## src/rtl/pipe_pkg.sv

```systemverilog
`default_nettype none
// ============================================================================
// Module   : pipe_pkg
// Purpose  : Shared pipeline definitions. It holds the control-bundle bit map,
//            the default field widths, and the EX/MEM bundle struct that is
//            reused by the neighbouring pipeline stages.
// Revision : 1.0 - initial release
// ============================================================================
package pipe_pkg;

  // Control bundle bit map
  localparam int CTRL_MEMWR    = 0;
  localparam int CTRL_BRANCH   = 1;
  localparam int CTRL_JUMP     = 2;
  localparam int CTRL_MEMTOREG = 3;
  localparam int CTRL_REGWR    = 4;
  localparam int CTRL_W        = 5;

  // Default field widths of the EX/MEM bundle
  localparam int EXMEM_DATA_W = 32;
  localparam int EXMEM_RD_W   = 5;

  // Width of the optional performance counters
  localparam int PERF_CNT_W = 32;

  typedef struct packed {
    logic [CTRL_W-1:0]       ctrl;
    logic                    zero;
    logic [EXMEM_RD_W-1:0]   rd;
    logic [EXMEM_DATA_W-1:0] busB;
    logic [EXMEM_DATA_W-1:0] alu;
    logic [EXMEM_DATA_W-1:0] target;
  } exmem_bundle_t;

endpackage
`default_nettype wire

```

## src/rtl/pipe_skid_buf.sv

```systemverilog
`default_nettype none
// ============================================================================
// Module   : pipe_skid_buf
// Purpose  : Generic WIDTH-bit, 2-entry valid/ready skid buffer with flush.
//            It updates on the falling clock edge. Entry M drives the output.
//            Entry S absorbs one extra word when the consumer stalls, so the
//            upstream ready signal can be a plain register.
// Ports    : clk, rst_n (async, active-low), i_flush,
//            i_valid/o_ready/i_data  - upstream side
//            o_valid/i_ready/o_data  - downstream side
// Revision : 1.0 - initial release
// ============================================================================
module pipe_skid_buf #(
  parameter int               WIDTH          = 8,
  // Bits of the stored words that flush forces to zero
  parameter logic [WIDTH-1:0] FLUSH_CLR_MASK = '0
) (
  input  logic             clk,
  input  logic             rst_n,
  input  logic             i_flush,
  input  logic             i_valid,
  output logic             o_ready,
  input  logic [WIDTH-1:0] i_data,
  output logic             o_valid,
  input  logic             i_ready,
  output logic [WIDTH-1:0] o_data
);

  logic             r_m_valid;
  logic             r_s_valid;
  logic [WIDTH-1:0] r_m_data;
  logic [WIDTH-1:0] r_s_data;
  logic             w_accept;

  // Ready depends only on skid occupancy, so it has no combinational path
  // from i_ready.
  assign w_accept = i_valid && !r_s_valid;

  always_ff @(negedge clk or negedge rst_n) begin
    if (!rst_n) begin
      r_m_valid <= 1'b0;
      r_s_valid <= 1'b0;
      r_m_data  <= '0;
      r_s_data  <= '0;
    end else if (i_flush) begin
      // Flush wins over every other event, and any word offered now is lost.
      r_m_valid <= 1'b0;
      r_s_valid <= 1'b0;
      r_m_data  <= r_m_data & ~FLUSH_CLR_MASK;
      r_s_data  <= r_s_data & ~FLUSH_CLR_MASK;
    end else if (!r_m_valid) begin
      if (w_accept) begin
        r_m_valid <= 1'b1;
        r_m_data  <= i_data;
      end
    end else if (r_s_valid) begin
      // Skid full: the upstream was held off, so only a drain can move data.
      if (i_ready) begin
        r_m_data  <= r_s_data;
        r_s_valid <= 1'b0;
      end
    end else begin
      if (i_ready) begin
        if (w_accept) begin
          r_m_data <= i_data;
        end else begin
          r_m_valid <= 1'b0;
        end
      end else if (w_accept) begin
        r_s_data  <= i_data;
        r_s_valid <= 1'b1;
      end
    end
  end

  assign o_ready = ~r_s_valid;
  assign o_valid = r_m_valid;
  assign o_data  = r_m_data;

endmodule
`default_nettype wire

```

## src/rtl/ex_mem_stage.sv

```systemverilog
`default_nettype none
// ============================================================================
// Module   : ex_mem_stage
// Purpose  : Elastic EX/MEM pipeline stage. It is a 2-entry skid buffer with
//            flush that updates on the falling clock edge. Control and zero
//            are masked to 0 on bubbles, so MEM never writes on an empty slot.
// Ports    : CLK, Resetn (async, active-low), flush
//            in_valid/in_ready, ctrl_i, zero_i, rd_i, busB_i, alu_i, target_i
//            out_valid/out_ready, ctrl_o, zero_o, rd_o, busB_o, alu_o, target_o
//            stall_cnt_o, flush_cnt_o (only with EX_MEM_STAGE_PERF_EN)
// Options  : `define EX_MEM_STAGE_PERF_EN adds saturating stall/flush counters
// Revision : 1.0 - initial release
// ============================================================================
module ex_mem_stage
  import pipe_pkg::*;
#(
  parameter int DATA_W = 32,
  parameter int RD_W   = 5,
  parameter int CTRL_W = 5
) (
  input  logic              CLK,
  input  logic              Resetn,
  input  logic              flush,
  input  logic              in_valid,
  output logic              in_ready,
  input  logic [CTRL_W-1:0] ctrl_i,
  input  logic              zero_i,
  input  logic [RD_W-1:0]   rd_i,
  input  logic [DATA_W-1:0] busB_i,
  input  logic [DATA_W-1:0] alu_i,
  input  logic [DATA_W-1:0] target_i,
  output logic              out_valid,
  input  logic              out_ready,
  output logic [CTRL_W-1:0] ctrl_o,
  output logic              zero_o,
  output logic [RD_W-1:0]   rd_o,
  output logic [DATA_W-1:0] busB_o,
  output logic [DATA_W-1:0] alu_o,
  output logic [DATA_W-1:0] target_o
`ifdef EX_MEM_STAGE_PERF_EN
  ,
  output logic [31:0]       stall_cnt_o,
  output logic [31:0]       flush_cnt_o
`endif
);

  localparam int c_w = CTRL_W + 1 + RD_W + 3 * DATA_W;
  // Flush clears the ctrl and zero fields, which sit in the top bits of the
  // packed word. The data fields may keep stale values.
  localparam logic [c_w-1:0] c_clr_mask =
    {{(CTRL_W + 1){1'b1}}, {(c_w - CTRL_W - 1){1'b0}}};

  logic [c_w-1:0]    w_in_data;
  logic [c_w-1:0]    w_out_data;
  logic              w_out_valid;
  logic [CTRL_W-1:0] w_ctrl;
  logic              w_zero;

  assign w_in_data = {ctrl_i, zero_i, rd_i, busB_i, alu_i, target_i};

  pipe_skid_buf #(
    .WIDTH          (c_w),
    .FLUSH_CLR_MASK (c_clr_mask)
  ) u_skid (
    .clk     (CLK),
    .rst_n   (Resetn),
    .i_flush (flush),
    .i_valid (in_valid),
    .o_ready (in_ready),
    .i_data  (w_in_data),
    .o_valid (w_out_valid),
    .i_ready (out_ready),
    .o_data  (w_out_data)
  );

  assign {w_ctrl, w_zero, rd_o, busB_o, alu_o, target_o} = w_out_data;

  assign out_valid = w_out_valid;
  assign ctrl_o    = w_out_valid ? w_ctrl : '0;
  assign zero_o    = w_out_valid & w_zero;

`ifdef EX_MEM_STAGE_PERF_EN
  logic [PERF_CNT_W-1:0] r_stall_cnt;
  logic [PERF_CNT_W-1:0] r_flush_cnt;

  // If M is empty, S is also empty, so out_valid tells us whether a flush
  // kills anything.
  always_ff @(negedge CLK or negedge Resetn) begin
    if (!Resetn) begin
      r_stall_cnt <= '0;
      r_flush_cnt <= '0;
    end else begin
      if (w_out_valid && !out_ready && (r_stall_cnt != '1)) begin
        r_stall_cnt <= r_stall_cnt + 1'b1;
      end
      if (flush && w_out_valid && (r_flush_cnt != '1)) begin
        r_flush_cnt <= r_flush_cnt + 1'b1;
      end
    end
  end

  assign stall_cnt_o = r_stall_cnt;
  assign flush_cnt_o = r_flush_cnt;
`endif

endmodule
`default_nettype wire

```

## config.mk

```make
export PLATFORM = sky130hd
export DESIGN_NAME = ex_mem_stage
export DESIGN_NICKNAME = d
export VERILOG_FILES = /design/src/rtl/pipe_pkg.sv /design/src/rtl/pipe_skid_buf.sv /design/src/rtl/ex_mem_stage.sv
export SDC_FILE = /design/constraint.sdc
export NUM_CORES = 1
export LEC_CHECK = 0
export CORE_MARGIN = 2
export CORE_UTILIZATION = 50
export DETAILED_ROUTE_END_ITERATION = 12
export GPL_TIMING_DRIVEN = 1
export PLACE_DENSITY = 0.8
export SETUP_SLACK_MARGIN = 0.1
export SLEW_MARGIN = 0
export SYNTH_ARGS = -nofsm -noshare
export SYNTH_HDL_FRONTEND = slang
export SYNTH_HIERARCHICAL = 1
export SYNTH_SLANG_ARGS = --single-unit
```

## constraint.sdc

```tcl
create_clock -name CLK -period 2.15 [get_ports CLK]
set_input_delay 0.43 -clock CLK [delete_from_list [all_inputs] [get_ports CLK]]
set_output_delay 0.43 -clock CLK [all_outputs]
set_load 0.01 [all_outputs]
```

==> results by group <==
Timing
  – RSZ-0062 raised after global routing: true
  – Setup violators final: 319
  – Setup TNS: -94.11 ns
  – Final worst setup slack: -0.748 ns
  – Rel. slew slack: 51.7%
  – Final Slew Violations: 0
  – Final hold vios: 0
  – Clk_skew: 0.0150 ns
  – Worst Max-Slew Pin Slew: 0.707 ns

Synth
  – Top-count cell post-synth: dfrtn_1
  – Yosys top cell area share: 59.0%
  – Syn Area/Cell: 14.4 um2
  – Dominant synthesized flop cell: dfrtn_1
  – Post-Synth Adder-Cell Area: 0%
  – Register bit total from synthesis: 216
  – Synth area leaders: dfrtn_1, mux2_4, a2bb2oi_1, o22ai_1, buf_6
  – Synth area leader: dfrtn_1
  – Count of cell types in the netlist: 31
  – Main combinational cell family by area after synthesis: compound AO/OA/AOI/OAI gates
  – Synth Area in XOR/XNOR: 0%
  – Async S/R FF share, synth: 100%
  – Syn nets: 746
  – Top cells by count, synth: dfrtn_1, o22ai_1, a2bb2oi_1
  – Mapped cell area: 0.00916 mm2
  – Mux share of post-synthesis cell area: 16.8%
  – Synth Area in Compound Gates: 18.7%
  – Ys Warns: 6
  – Register area share after synthesis: 59.0%
  – Post-Synth Simple-Gate Area: 1.38%
  – Syn Inst Count: 634
  – Number of flops mapped to enable cells by yosys: 0

Placed design
  – Place WS: -0.985 ns
  – Port bufs: 220
  – Routability cong.: 0.811
  – DP Cell Count: 1105
  – Post-DP HPWL: 16100 um

Status
  – Failing checks: setup timing
  – Status: finished, violations left

Pwr
  – VDD IR max: 0.784 mV
  – Power Dens Cells: 939 mW/mm2
  – Leakage power: 7.35 nW
  – Total power: 14.9 mW

Layout
  – Share of layout cells above drive strength 1: 57.5%
  – Area grow syn2layout: 72.9%
  – Final layout net count: 1197
  – Final core utilization: 88.1%
  – Filler cell count: 671
  – Fin cells: 1332

Clocking
  – Root Driver: clkbuf_16
  – CTS tree: built
  – Clock-pin slew on the worst setup and hold paths: 0.05 ns
  – Clock Latency Late Sink: 0.53 ns
  – CTS Buf Count: 24
  – Num Clock Sinks: 216
  – Clk buf depth: 3
  – H-tree depth: 1
  – Hold Buf Count CTS: 0

Die
  – Rows: 49
  – Core box area: 0.0180 mm2
  – Die ar.: 0.0194 mm2
  – Starting density of the core: 51.0%
  – IO Count: 221
  – Die Y: 139 um
  – Die X: 139 um

Route
  – Final WL: 39500 um
  – Routed Antenna Nets: 0
  – DR vias/cell: 6.33
  – WL per Instance: 29.6 um
  – Drt pass-1 iters: 5
  – # DRC: 0
  – Initial DRC count: 731
  – Via count: 8438

Run
  – Max-cap violations: 0

Critical path
  – CP delay by family, top: flip-flops
  – Slowest CP cell: dfrtn_1
  – Req. time, crit path: 1.72 ns
  – Critical Path End Type: output port
  – CP Launch Type: flip-flop
  – CP bufs+invs: 2
  – Worst-path maximum fanout: 7
  – Crit path arrival time: 2.47 ns
  – Max incr delay on CP: 0.47 ns
  – Cell Chain, Critical Path: buf_12 > and2_4 > buf_6
  – Crit Path Class: flip-flop to output port

Global routing
  – Vias in the first global route: 8815
  – Global Route Usage Sum: 36.0%
  – Congestion Overflow GR: 0
  – Pin count of the biggest net entering global routing: 63
  – First-pass GRT wire length: 53700 um
  – Initial antenna violation count: 1

Worst hold path
  – Hold Crit Class: flip-flop to flip-flop
==> cell families (layout without fill, tap and decap cells) <==
logic type,Yosys count,after routing
AOI/OAI and AO/OA,228,228
buffers and inverters,66,533
DFF,216,216
muxes,103,103
other,0,1
and+or+nand+nor,21,22
==> path summary, 6_finish.rpt <==
check	from	to	slack, ns	cells after the start
worst max register to register	u_skid/o_valid	u_skid/o_data[106]	-0.33	10
max in group asynchronous	Resetn	u_skid/r_s_data[106]	0.74	2
worst min register to register	u_skid/r_s_data[106]	u_skid/r_s_data[106]	0.46	1
min in group asynchronous	Resetn	u_skid/o_data[75]	0.78	1
worst max-delay path	u_skid/o_valid	ctrl_o[2]	-0.75	3
worst min-delay path	u_skid/r_s_data[106]	u_skid/r_s_data[106]	0.46	1
==> where the power goes <==
group | switching (mW) | total, mW | leakage (nW) | internal (mW)
Clock | 1.79 | 4.34 | 0.404 | 2.55
Combinational | 1.73 | 4.71 | 4.40 | 2.98
Sequential | 0.736 | 5.81 | 2.54 | 5.07
==> through the flow <==
step / area, um2 / hold WS (ns)
4_1_cts: 15200 / 0.455
6_report: 15800 / 0.463
3_5_place_dp: 12100 / 0.446
3_3_place_gp: 12100 / 0.445
2_1_floorplan: 9280 / 0.426
5_1_grt: 15800 / 0.470
==> placed cells by master (no fill, tap or decap), drive strengths merged, types with 2 or more instances in the layout <==
master / count
clkbuf: 41
bufinv: 2
a22o: 8
a2111oi: 2
buf: 369
nand2: 4
dfrtn: 216
mux2: 102
nor2: 2
a221oi: 3
clkinv: 5
a21oi: 5
nand3: 3
a32o: 2
nand2b: 3
and2: 6
inv: 7
a2bb2oi: 101
o22ai: 104
clkdlybuf4s50: 107
==> metal layers <==
layer / up-vias / share of wire [%] / GRT usage (%)
li1: 3384 / - / -
met1: 4273 / 37 / 45.5
met2: 626 / 49 / 59.3
met3: 155 / 9.0 / 8.84
met4: 0 / 4.6 / 15.2
met5: - / 0 / 0
==> sequential cells by signal (all words and copies together), names as in the netlist <==
register and cells:
u_skid/o_data 107, u_skid/r_s_data 107, u_skid/o_valid 1, u_skid/r_s_valid 1
==> layout make-up <==
type | instances | area (um2) | area share (%)
antenna | 1 | 2.50 | 0.0158
sequential | 216 | 5410 | 34.2
clock inverter | 8 | 96.3 | 0.609
tap | 229 | 287 | 1.81
clock buffer | 35 | 713 | 4.51
timing repair buffer | 484 | 5210 | 32.9
inverter | 6 | 25.0 | 0.158
multi-input combinational | 353 | 4090 | 25.8
==> repair_timing <==
action,CTS,global route
resized for setup,667,33
endpoints found under the setup margin,323,323
buffers inserted,83,70
pin swaps,11,2
cloned,35,5
Power figures use the tool's default switching activity.
